<file path="config.mk">
export PLATFORM = sky130hd
export DESIGN_NAME = inst_buffer
export DESIGN_NICKNAME = d
export VERILOG_FILES = /design/src/rtl/inst_buffer.sv
export SDC_FILE = /design/constraint.sdc
export NUM_CORES = 1
export LEC_CHECK = 0
export CORE_AREA = 2 2 203 205
export DETAILED_ROUTE_END_ITERATION = 12
export DIE_AREA = 0 0 205 207
export DONT_BUFFER_PORTS = 1
export PLACE_DENSITY_LB_ADDON = 0.3
export SETUP_SLACK_MARGIN = 0.2
export SYNTH_ARGS = -nofsm -noshare
export SYNTH_HDL_FRONTEND = slang
export SYNTH_SLANG_ARGS = --single-unit
</file>
<file path="constraint.sdc">
create_clock -name clock -period 5.9 [get_ports clock]
set_input_delay 1.475 -clock clock [delete_from_list [all_inputs] [get_ports clock]]
set_output_delay 1.475 -clock clock [all_outputs]
set_load 0.01 [all_outputs]
</file>
<file path="src/rtl/inst_buffer.sv">
// inst_buffer: circular instruction FIFO between fetch and decode.
// It absorbs fetch bursts and isolates fetch from decode stalls caused by
// dispatch back-pressure. It presents one {inst, pc} entry per cycle to the
// decoder. Branch mispredict and exception recovery squash it through flush.
//
// Ports:
//   clock      system clock, rising edge
//   reset      asynchronous, active-high; empties the buffer
//   flush      synchronous squash of all entries; has priority over enq/deq
//   in_valid   fetch presents an instruction
//   in_inst    fetched instruction word
//   in_pc      PC of in_inst
//   in_ready   buffer can accept an entry this cycle (~full)
//   out_valid  head entry valid (~empty)
//   out_inst   head instruction
//   out_pc     head PC
//   out_ready  decode consumes the head this cycle
//   count      number of occupied entries
//   full       count == DEPTH
//   empty      count == 0
module inst_buffer #(
   parameter int unsigned DEPTH = 8,
   parameter int unsigned XLEN  = 32,
   parameter int unsigned PTR_W = $clog2(DEPTH)
) (
   input  logic              clock,
   input  logic              reset,
   input  logic              flush,
   input  logic              in_valid,
   input  logic [31:0]       in_inst,
   input  logic [XLEN-1:0]   in_pc,
   output logic              in_ready,
   output logic              out_valid,
   output logic [31:0]       out_inst,
   output logic [XLEN-1:0]   out_pc,
   input  logic              out_ready,
   output logic [PTR_W:0]    count,
   output logic              full,
   output logic              empty
);

   localparam int unsigned        CW       = PTR_W + 1;
   localparam logic [CW-1:0]      FULL_CNT = CW'(DEPTH);

   logic [31:0]      mem_inst [DEPTH];
   logic [XLEN-1:0]  mem_pc   [DEPTH];
   logic [PTR_W-1:0] head;
   logic [PTR_W-1:0] tail;
   logic             enq;
   logic             deq;

   // Status is derived only from the registered count. A dequeue in the same
   // cycle therefore never frees a slot for a same-cycle enqueue when full.
   always_comb begin
      full      = (count == FULL_CNT);
      empty     = (count == '0);
      in_ready  = ~full;
      out_valid = ~empty;
      enq       = in_valid & in_ready;
      deq       = out_valid & out_ready;
      out_inst  = mem_inst[head];
      out_pc    = mem_pc[head];
   end

   always_ff @(posedge clock or posedge reset) begin
      if (reset) begin
         head  <= '0;
         tail  <= '0;
         count <= '0;
      end else if (flush) begin
         head  <= '0;
         tail  <= '0;
         count <= '0;
      end else begin
         if (enq) tail <= tail + PTR_W'(1);
         if (deq) head <= head + PTR_W'(1);
         case ({enq, deq})
            2'b10:   count <= count + CW'(1);
            2'b01:   count <= count - CW'(1);
            default: count <= count;
         endcase
      end
   end

   // Storage has no reset: its contents are don't-care until written.
   always_ff @(posedge clock) begin
      if (enq && !flush && !reset) begin
         mem_inst[tail] <= in_inst;
         mem_pc[tail]   <= in_pc;
      end
   end

endmodule

</file>
==> run metrics, run 1 <==
Primary FF master, synth=edfxtp_1; DRC viols=0; Die H=around 210 um; Slowest-stage cell, CP=dfrtp_4; NumNets Final=between 900 and 1,000; synth cell count leaders=edfxtp_1, mux4_2, mux2_2, clkbuf_1, nor2_1; Slew @ Worst Pin=~1100 ps; Post-Syn Instances=slightly above 800; drt first-iter violations=between 500 and 600; r2r setup slk=~2700 ps; drt pass-1 iters=4; clk buf depth=3; WL/cell=between 20 and 30 um; global route overflow=0; Netlist cell types=33; Yosys top cell by area=edfxtp_1; All-Layer GR Usage=17.8%; Seq/Total Area, Yosys=between 70% and 80%; Tmin final=between 4000 and 5000 ps; Power Internal=between 6000 and 7000 uW; Static Leak=0.00677 uW; outcome=completed; fin area=0.0223 mm^2; min-delay src=tail[0]$_DFFE_PP0P_; post-synth top area share=roughly 78%; layout cells sized above 1=between 30% and 40%; setup_tns=0 ps; die width=205 um; clk root buf=clkbuf_16; total wire length=36,700 um; final setup vio count=0; FILL cells=approximately 3,000; ys async rst share=1.92%; worst clock skew=about 6.1 ps; TritonCTS clock tree=done; Post-synth EDFFs=just over 500; clock network power share=37.4%; Hold Crit Class=flip-flop to flip-flop; grt peak-use layer=met2; WHS Path Cells=2; clock tree sinks=between 500 and 600; max-cap violation count=0; Power Density=~390 mW/mm^2; FF-to-FF Start=count[0]$_DFFE_PP0P_; RR Endpoint=mem_pc[5][3]$_DFFE_PP_; PostCTS Resize Cnt=0; CP Max Fanout=24; most frequent cell after synthesis=edfxtp_1; placed instance area=0.0206 mm^2; Place WS=approximately 2200 ps; GP Congestion=between 0.7 and 0.8; WP data required=around 4400 ps; Area contributors post-synth=edfxtp_1, mux4_2, mux2_2; Setup crit end kind=output port; Final Hold Viols=0; HPWL Detailed=20,000 um; Sw Share=22.8%; RSZ-0062 raised after global routing=false; DR vias=around 8,300; Psw=just under 2000 uW; crit-path cells=buf_4 > mux4_2 > mux2_2; Slew Viols, Final=0; Worst path top cell family by delay=multiplexers; instance count on the critical path=3; Worst R2R Path Depth=4; area added between synthesis and finish=12.4%; Reg power frac=49.2%; CP max stage delay=~750 ps; Starting Density=between 40% and 50%; DIE AREA=0.0424 mm^2; Tcrit/Tclk final=around 71%; I/O Pins=between 100 and 150; number of CTS-inserted buffers=between 50 and 60; met3 usage=5.00%; Peak Freq=~240 MHz; largest net degree at the start of global routing=just under 70; post-CTS setup buffers=0; Mapped Avg Cell Area=about 24 um^2; initial antenna violation count=0; combinational power share=between 10% and 20%; Mapped Area=slightly below 0.02 mm^2; Max VDD drop=between 0.0002 and 0.00025 V; final core occ=a little under three fifths; crit path DAT=between 2000 and 3000 ps; Seq cells post-synth=522; final worst slack=1700 ps; max_slew headroom=a little over a quarter; via count of the first global-routing pass=roughly 9,000; met2 usage=29.2%; Clk Latency, worst-skew pair=between 500 and 600 ps; H-tree Lvls=2; WS Path Type=flip-flop to output port; Ys Warns=0; met1 Use GR=23.3%; antenna cells=0; # hold bufs at CTS=0; Hold Path End=tail[0]$_DFFE_PP0P_; Port Buffers=0; core area=0.0404 mm^2; via/cell ratio=a little under 6; first-pass GRT wire length=55,600 um; Rows=74; clock-pin slew on the worst setup and hold paths=60 ps; Routed Antenna Nets=0; WP buf/inv=1; Critical Path Start Type=flip-flop; Synthesized Nets=893
## layout by cell type, fill, tap and decap left out, types with 4 or more instances in the layout
cell / Yosys / layout
edfxtp_1: 512 / 512
ha_1: 4 / 4
clkinv_1: 0 / 15
mux4_2: 128 / 128
clkbuf_1: 20 / 10
nor2_1: 16 / 8
dfrtp_1: 10 / 7
a21oi_1: 5 / 5
buf_12: 0 / 7
nor2_4: 0 / 8
nand2_1: 6 / 6
mux2_2: 64 / 64
buf_4: 0 / 11
clkbuf_16: 0 / 53
clkinv_2: 0 / 7
nand3_1: 6 / 6
bufinv_16: 0 / 7
## final cells by class
type	count	area [um^2]	area share, %
timing repair buffer	18	223	0.999
inverter	3	11.3	0.0505
multi-input combinational	256	4080	18.3
tap	532	666	2.98
sequential	522	15600	70.1
clock inverter	31	318	1.43
clock buffer	63	1360	6.12
## worst min-delay path, delay by kind of cell (launching register included)
family,cells,cell delay (ps)
and+or+nand+nor,1,70
DFF,1,420
AOI/OAI and AO/OA,1,60
## stage by stage
stage	total power [uW]	instances	hold WS [ps]
after floorplan	5280	819	534
after global placement	5520	1331	544
after detailed placement	5530	1331	552
after CTS	8770	1425	570
after global routing	8980	1425	591
final	8660	1425	582
## power groups by stage
stage / logic, uW / registers (uW) / clock network, uW
finish: 1160 / 4260 / 3240
global route: 1260 / 4270 / 3460
CTS: 1190 / 4260 / 3320
detailed placement: 1190 / 4340 / 0
global placement: 1180 / 4340 / 0
floorplan: 1010 / 4270 / 0
## worst max-delay path by stage
stage | startpoint | to
after floorplan | in_valid | mem_inst[6][0]$_DFFE_PP_
after global placement | in_valid | mem_pc[5][3]$_DFFE_PP_
after detailed placement | in_valid | mem_inst[5][25]$_DFFE_PP_
after CTS | head[0]$_DFFE_PP0P_ | out_pc[25]
after global routing | head[0]$_DFFE_PP0P_ | out_pc[25]
final | head[0]$_DFFE_PP0P_ | out_pc[25]
## kinds of logic (layout without fill, tap and decap cells)
group	count (synthesis)	after routing	share of synthesized area, %
flip-flops	522	522	78.8
adder cells (fa/ha/maj)	5	5	0.353
multiplexers	195	195	18.3
buffers and inverters	41	115	0.940
AND/OR/NAND/NOR	38	38	0.934
XOR/XNOR	5	5	0.221
AO/OA/AOI/OAI	13	13	0.454
## flip-flops by register name, summed over array words and instances, names as in the netlist
signal / cells
mem_inst: 256
mem_pc: 256
count: 4
head: 3
tail: 3
## per-layer routing
metal | vias up | wire [um]
met2 | 185 | 18500
met5 | - | 0
met4 | 0 | 690
met1 | 4463 | 15100
met3 | 56 | 2400
li1 | 3557 | -
(Power assumes the default switching activity.)
==> run 2: changes to the inputs <==
==> constraint.sdc (replaced) <==
create_clock -name clock -period 3.7 [get_ports clock]
set_input_delay 0.925 -clock clock [delete_from_list [all_inputs] [get_ports clock]]
set_output_delay 0.925 -clock clock [all_outputs]
set_load 0.01 [all_outputs]
==> run 2 against run 1 <==
Total power rose by 62%. Highest routed layer unchanged. Non-clock buffer count grew 8. Sequential share of layout area down 0.90 points. Largest cell class unchanged. First-iteration DRC count fell by 23%.
==> run metrics, run 2 (synthesis results as in run 1) <==
Slowest-stage cell, CP=dfrtp_4; Worst R2R Path Depth=7; initial antenna violation count=0; Slew Viols, Final=0; Max VDD drop=0.000499 V; Worst path top cell family by delay=multiplexers; WP buf/inv=1; Die H=slightly above 200 um; Peak Freq=slightly below 300 MHz; Tmin final=approximately 3400 ps; outcome=completed; Setup crit end kind=output port; Worst setup startpoint=head[0]$_DFFE_PP0P_; worst clock skew=between 10 and 15 ps; drt pass-1 iters=4; DRC viols=0; Slew @ Worst Pin=1030 ps; Power Density=slightly above 600 mW/mm^2; Starting Density=about half; All-Layer GR Usage=roughly 18%; DR vias=~8,400; clock tree sinks=approximately 520; r2r setup slk=approximately 650 ps; Routed Antenna Nets=0; die width=just over 200 um; core area=between 0.04 and 0.05 mm^2; NumNets Final=937; max_slew headroom=30.7%; Worst setup endpoint=out_inst[28]; WL/cell=approximately 26 um; FF-to-FF Start=count[0]$_DFFE_PP0P_; instance count on the critical path=3; total wire length=between 30,000 and 40,000 um; FILL cells=around 3,000; RR Endpoint=count[3]$_DFFE_PP0P_; setup_tns=0 ps; crit path DAT=2470 ps; area added between synthesis and finish=13.9%; final setup vio count=0; number of CTS-inserted buffers=54; RSZ-0062 raised after global routing=true; Static Leak=around 0.0069 uW; Port Buffers=0; via count of the first global-routing pass=approximately 9,000; first-pass GRT wire length=around 56,000 um; final core occ=between 50% and 60%; CP max stage delay=about 620 ps; max-cap violation count=0; commonest non-fill, non-tap cells in the layout=edfxtp_1, mux4_2, mux2_2; via/cell ratio=approximately 5.8; global route overflow=0; drt first-iter violations=between 400 and 500; TritonCTS clock tree=done; clk root buf=clkbuf_16; Rows=between 70 and 80; Hold Crit Class=input pin to async pin; clk buf depth=3; final worst slack=305 ps; WP data required=roughly 2800 ps; antenna cells=0; Final Hold Viols=0; I/O Pins=141; H-tree Lvls=2; clock-pin slew on the worst setup and hold paths=~60 ps; tightest hold margin=~220 ps; GP Congestion=a little over 0.7; most common cell after layout, fill and taps aside=edfxtp_1; WS Path Type=flip-flop to output port; Critical Path Start Type=flip-flop; CP Max Fanout=45; Clk Latency, worst-skew pair=between 500 and 600 ps; layout cells sized above 1=around 34%; DIE AREA=0.0424 mm^2; Tcrit/Tclk final=between 90% and 100%; HPWL Detailed=19,800 um; top flop regs=mem_inst (256), mem_pc (256), count (4); largest net degree at the start of global routing=65; Place WS=about 740 ps; crit-path cells=buf_16 > mux4_2 > mux2_2
## run 2: cell type report
type | count | area [um^2] | area share [%]
inverter | 3 | 11.3 | 0.0499
multi-input combinational | 256 | 4080 | 18.1
clock inverter | 37 | 364 | 1.61
timing repair buffer | 26 | 419 | 1.86
sequential | 522 | 15600 | 69.2
tap | 532 | 666 | 2.95
clock buffer | 64 | 1410 | 6.24
## run 2: how the worst min path moves through the flow
stage | to | cells past startpoint
CTS | tail[1]$_DFFE_PP0P_ | 1
global route | tail[1]$_DFFE_PP0P_ | 1
global placement | tail[0]$_DFFE_PP0P_ | 2
detailed placement | tail[0]$_DFFE_PP0P_ | 2
floorplan | tail[0]$_DFFE_PP0P_ | 2
finish | head[1]$_DFFE_PP0P_ | 1
## run 2: per-layer routing
metal  vias to the layer above  global-route usage (%)  share of wire (%)
met5                         -                       0                  0
met4                         0                    4.86                1.8
met3                        48                    4.74                6.2
met2                       194                    30.0                 51
met1                      4569                    23.4                 41
li1                       3594                       -                  -
## run 2: worst register-to-register path, stage by stage, from the launching register on
cell and delay [ps]:
dfrtp_1 510, o41ai_1 970, a21oi_2 140, ha_1 380, a21oi_1 230, nand2_1 110
or4b_1 510, o311ai_1 90
## run 2: timing repair
action                                  4_1_cts  5_1_grt
resized for setup                             1        1
endpoints found under the setup margin       10       25
pin swaps                                     0        0
hold buffers                                  0        0
buffers inserted                              0        0
## run 2: per-stage QoR
stage               cells  power (uW)  area (um^2)
finish               1440       14100        22600
global route         1440       14600        22600
CTS                  1440       14300        22600
detailed placement   1339        8880        20800
global placement     1339        8850        20800
floorplan             819        8420        19900
## run 2: report_power, final
group	internal [uW]	switching, uW	total, uW	leakage (uW)
clock network	3210	2160	5370	0.000869
registers	6620	153	6770	0.00474
logic	1010	928	1940	0.00128
total	10800	3240	14100	0.00689
==> run 3: changes to the inputs <==
--- a/config.mk
+++ b/config.mk
@@ -5,9 +5,9 @@
 export SDC_FILE = /design/constraint.sdc
 export NUM_CORES = 1
 export LEC_CHECK = 0
-export CORE_AREA = 2 2 203 205
+export CORE_AREA = 2 2 261 263
 export DETAILED_ROUTE_END_ITERATION = 12
-export DIE_AREA = 0 0 205 207
+export DIE_AREA = 0 0 263 265
 export DONT_BUFFER_PORTS = 1
 export PLACE_DENSITY_LB_ADDON = 0.3
 export SETUP_SLACK_MARGIN = 0.2
==> run 3 against run 2 <==
Core utilization shrank 22 points. Via count grew 0.15%. Routed wire length up 11%. Worst setup slack improved by 86 ps. Flip-flop and latch count unchanged. Count of clock-buffer cells in the layout unchanged. Global-route usage is 6.0 points lower. Maximum frequency rose by 2.6%. First-iteration DRC count grew 9.9%. Critical path depth rose by 1. Final cell count increased by 24%. Sequential share of layout area is 1.2 points lower. Critical path type unchanged.
==> run metrics, run 3 (synthesis results as in run 1) <==
Slew @ Worst Pin=approximately 890 ps; Worst setup endpoint=out_pc[4]; WP data required=between 2000 and 3000 ps; clk buf depth=3; Max VDD drop=0.000419 V; final worst slack=between 300 and 400 ps; All-Layer GR Usage=about an eighth; Multi-input gate area=about 0.004 mm^2; met3 wire length=roughly 2600 um; Worst setup startpoint=head[0]$_DFFE_PP0P_; Clk Latency, worst-skew pair=roughly 600 ps; clock tree sinks=522; Die H=265 um; commonest non-fill, non-tap cells in the layout=edfxtp_1, mux4_2, mux2_2; Power Density=617 mW/mm^2; initial antenna violation count=0; CP Max Fanout=38; Tmin final=3310 ps; H-tree Lvls=2; CP max stage delay=~580 ps; crit path DAT=approximately 2400 ps; most common cell after layout, fill and taps aside=edfxtp_1; Peak Freq=slightly above 300 MHz; DRC viols=0; global route overflow=0; number of CTS-inserted buffers=56; via/cell ratio=between 4 and 5; Slew Viols, Final=0; final setup vio count=0; max_slew headroom=approximately two fifths; GP Congestion=approximately 0.68; die width=between 200 and 300 um; FF-to-FF Start=count[0]$_DFFE_PP0P_; max-cap violation count=0; Setup crit end kind=output port; Port Buffers=0; Routed Antenna Nets=0; core area=approximately 0.067 mm^2; WS Path Type=flip-flop to output port; via count of the first global-routing pass=9,180; largest net degree at the start of global routing=71; I/O Pins=141; RR Endpoint=count[3]$_DFFE_PP0P_; worst clock skew=23.0 ps; r2r setup slk=~770 ps; Worst R2R Path Depth=7; final core occ=around 34%; clk root buf=clkbuf_16; HPWL Detailed=approximately 20,000 um; total wire length=between 40,000 and 50,000 um; first-pass GRT wire length=61,300 um; WL/cell=23.3 um; Final Hold Viols=0; Place WS=around 670 ps; met2 WL=about 21,000 um; Tot Pwr=about 14,000 uW; Rows=95; top flop regs=mem_inst (256), mem_pc (256), count (4); DR vias=~8,400; Metal-1 WL=16,800 um; Tcrit/Tclk final=roughly nine tenths; RSZ-0062 raised after global routing=false; NumNets Final=938; outcome=completed; crit-path cells=buf_12 > buf_16 > mux4_2 > mux2_2; Critical Path Start Type=flip-flop; Starting Density=approximately 30%; TritonCTS clock tree=done; Slowest-stage cell, CP=mux4_2; drt first-iter violations=roughly 480; drt pass-1 iters=4; FILL cells=~6,200; flip-flop and latch area=roughly 0.016 mm^2; antenna cells=0; top sig layer=met4; layout cells sized above 1=roughly a third; clock-pin slew on the worst setup and hold paths=approximately 60 ps; area added between synthesis and finish=15.9%; DIE AREA=around 0.070 mm^2; Hold Crit Class=input pin to async pin; Static Leak=0.00688 uW
==> run 3: cell count changes in the layout (fill, tap and decap cells not counted), sizes merged <==
cell,delta
buf,-1
bufinv,-2
clkinv,+1
clkinvlp,+1
==> run 3: how the worst min path moves through the flow <==
stage,slack [ps],endpoint,depth (start not counted),startpoint
final,200,head[2]$_DFFE_PP0P_,1,reset
after global routing,200,count[2]$_DFFE_PP0P_,1,reset
after CTS,170,head[2]$_DFFE_PP0P_,1,reset
after detailed placement,560,tail[0]$_DFFE_PP0P_,2,tail[0]$_DFFE_PP0P_
after global placement,540,tail[0]$_DFFE_PP0P_,2,tail[0]$_DFFE_PP0P_
after floorplan,530,tail[0]$_DFFE_PP0P_,2,tail[0]$_DFFE_PP0P_
==> run 3: routing by layer <==
metal  up-vias  track usage [%]
met3        59             3.91
li1       3580                -
met1      4611             14.1
met4         0             3.17
met2       168             20.9
met5         -                0
==> run 3: final cells by class <==
| class | instances | share of cell area (%) |
|---|---|---|
| Clock buffer | 64 | 6.32 |
| Clock inverter | 37 | 1.42 |
| Inverter | 3 | 0.0490 |
| Multi-Input combinational cell | 256 | 17.8 |
| Sequential cell | 522 | 68.0 |
| Tap cell | 873 | 4.75 |
| Timing Repair Buffer | 25 | 1.66 |
==> run 3: metrics by stage <==
stage | cells | cell area [um^2] | hold slack, ps | TNS [ps]
2_1_floorplan | 819 | 19900 | 534 | -97660
3_3_place_gp | 1673 | 21100 | 537 | 0
3_5_place_dp | 1673 | 21100 | 561 | 0
4_1_cts | 1780 | 23000 | 166 | 0
5_1_grt | 1780 | 23000 | 197 | 0
6_report | 1780 | 23000 | 201 | 0
==> run 3: what timing repair did <==
item / in CTS / in global routing
hold buffers: 0 / 0
endpoints found under the hold margin: 0 / 0
gates resized for setup: 2 / 0
endpoints found under the setup margin: 49 / 0
setup buffers: 6 / 0
==> run 3: critical path: cells and delay by family (launching register included) <==
kind	cells	cell delay, ps
DFF	1	450
buffers and inverters	2	380
muxes	2	900
==> run 3: where the power goes <==
| part | internal, uW | switching (uW) |
|---|---|---|
| logic | 1040 | 1030 |
| clock network | 3160 | 2250 |
| registers | 6620 | 88.1 |
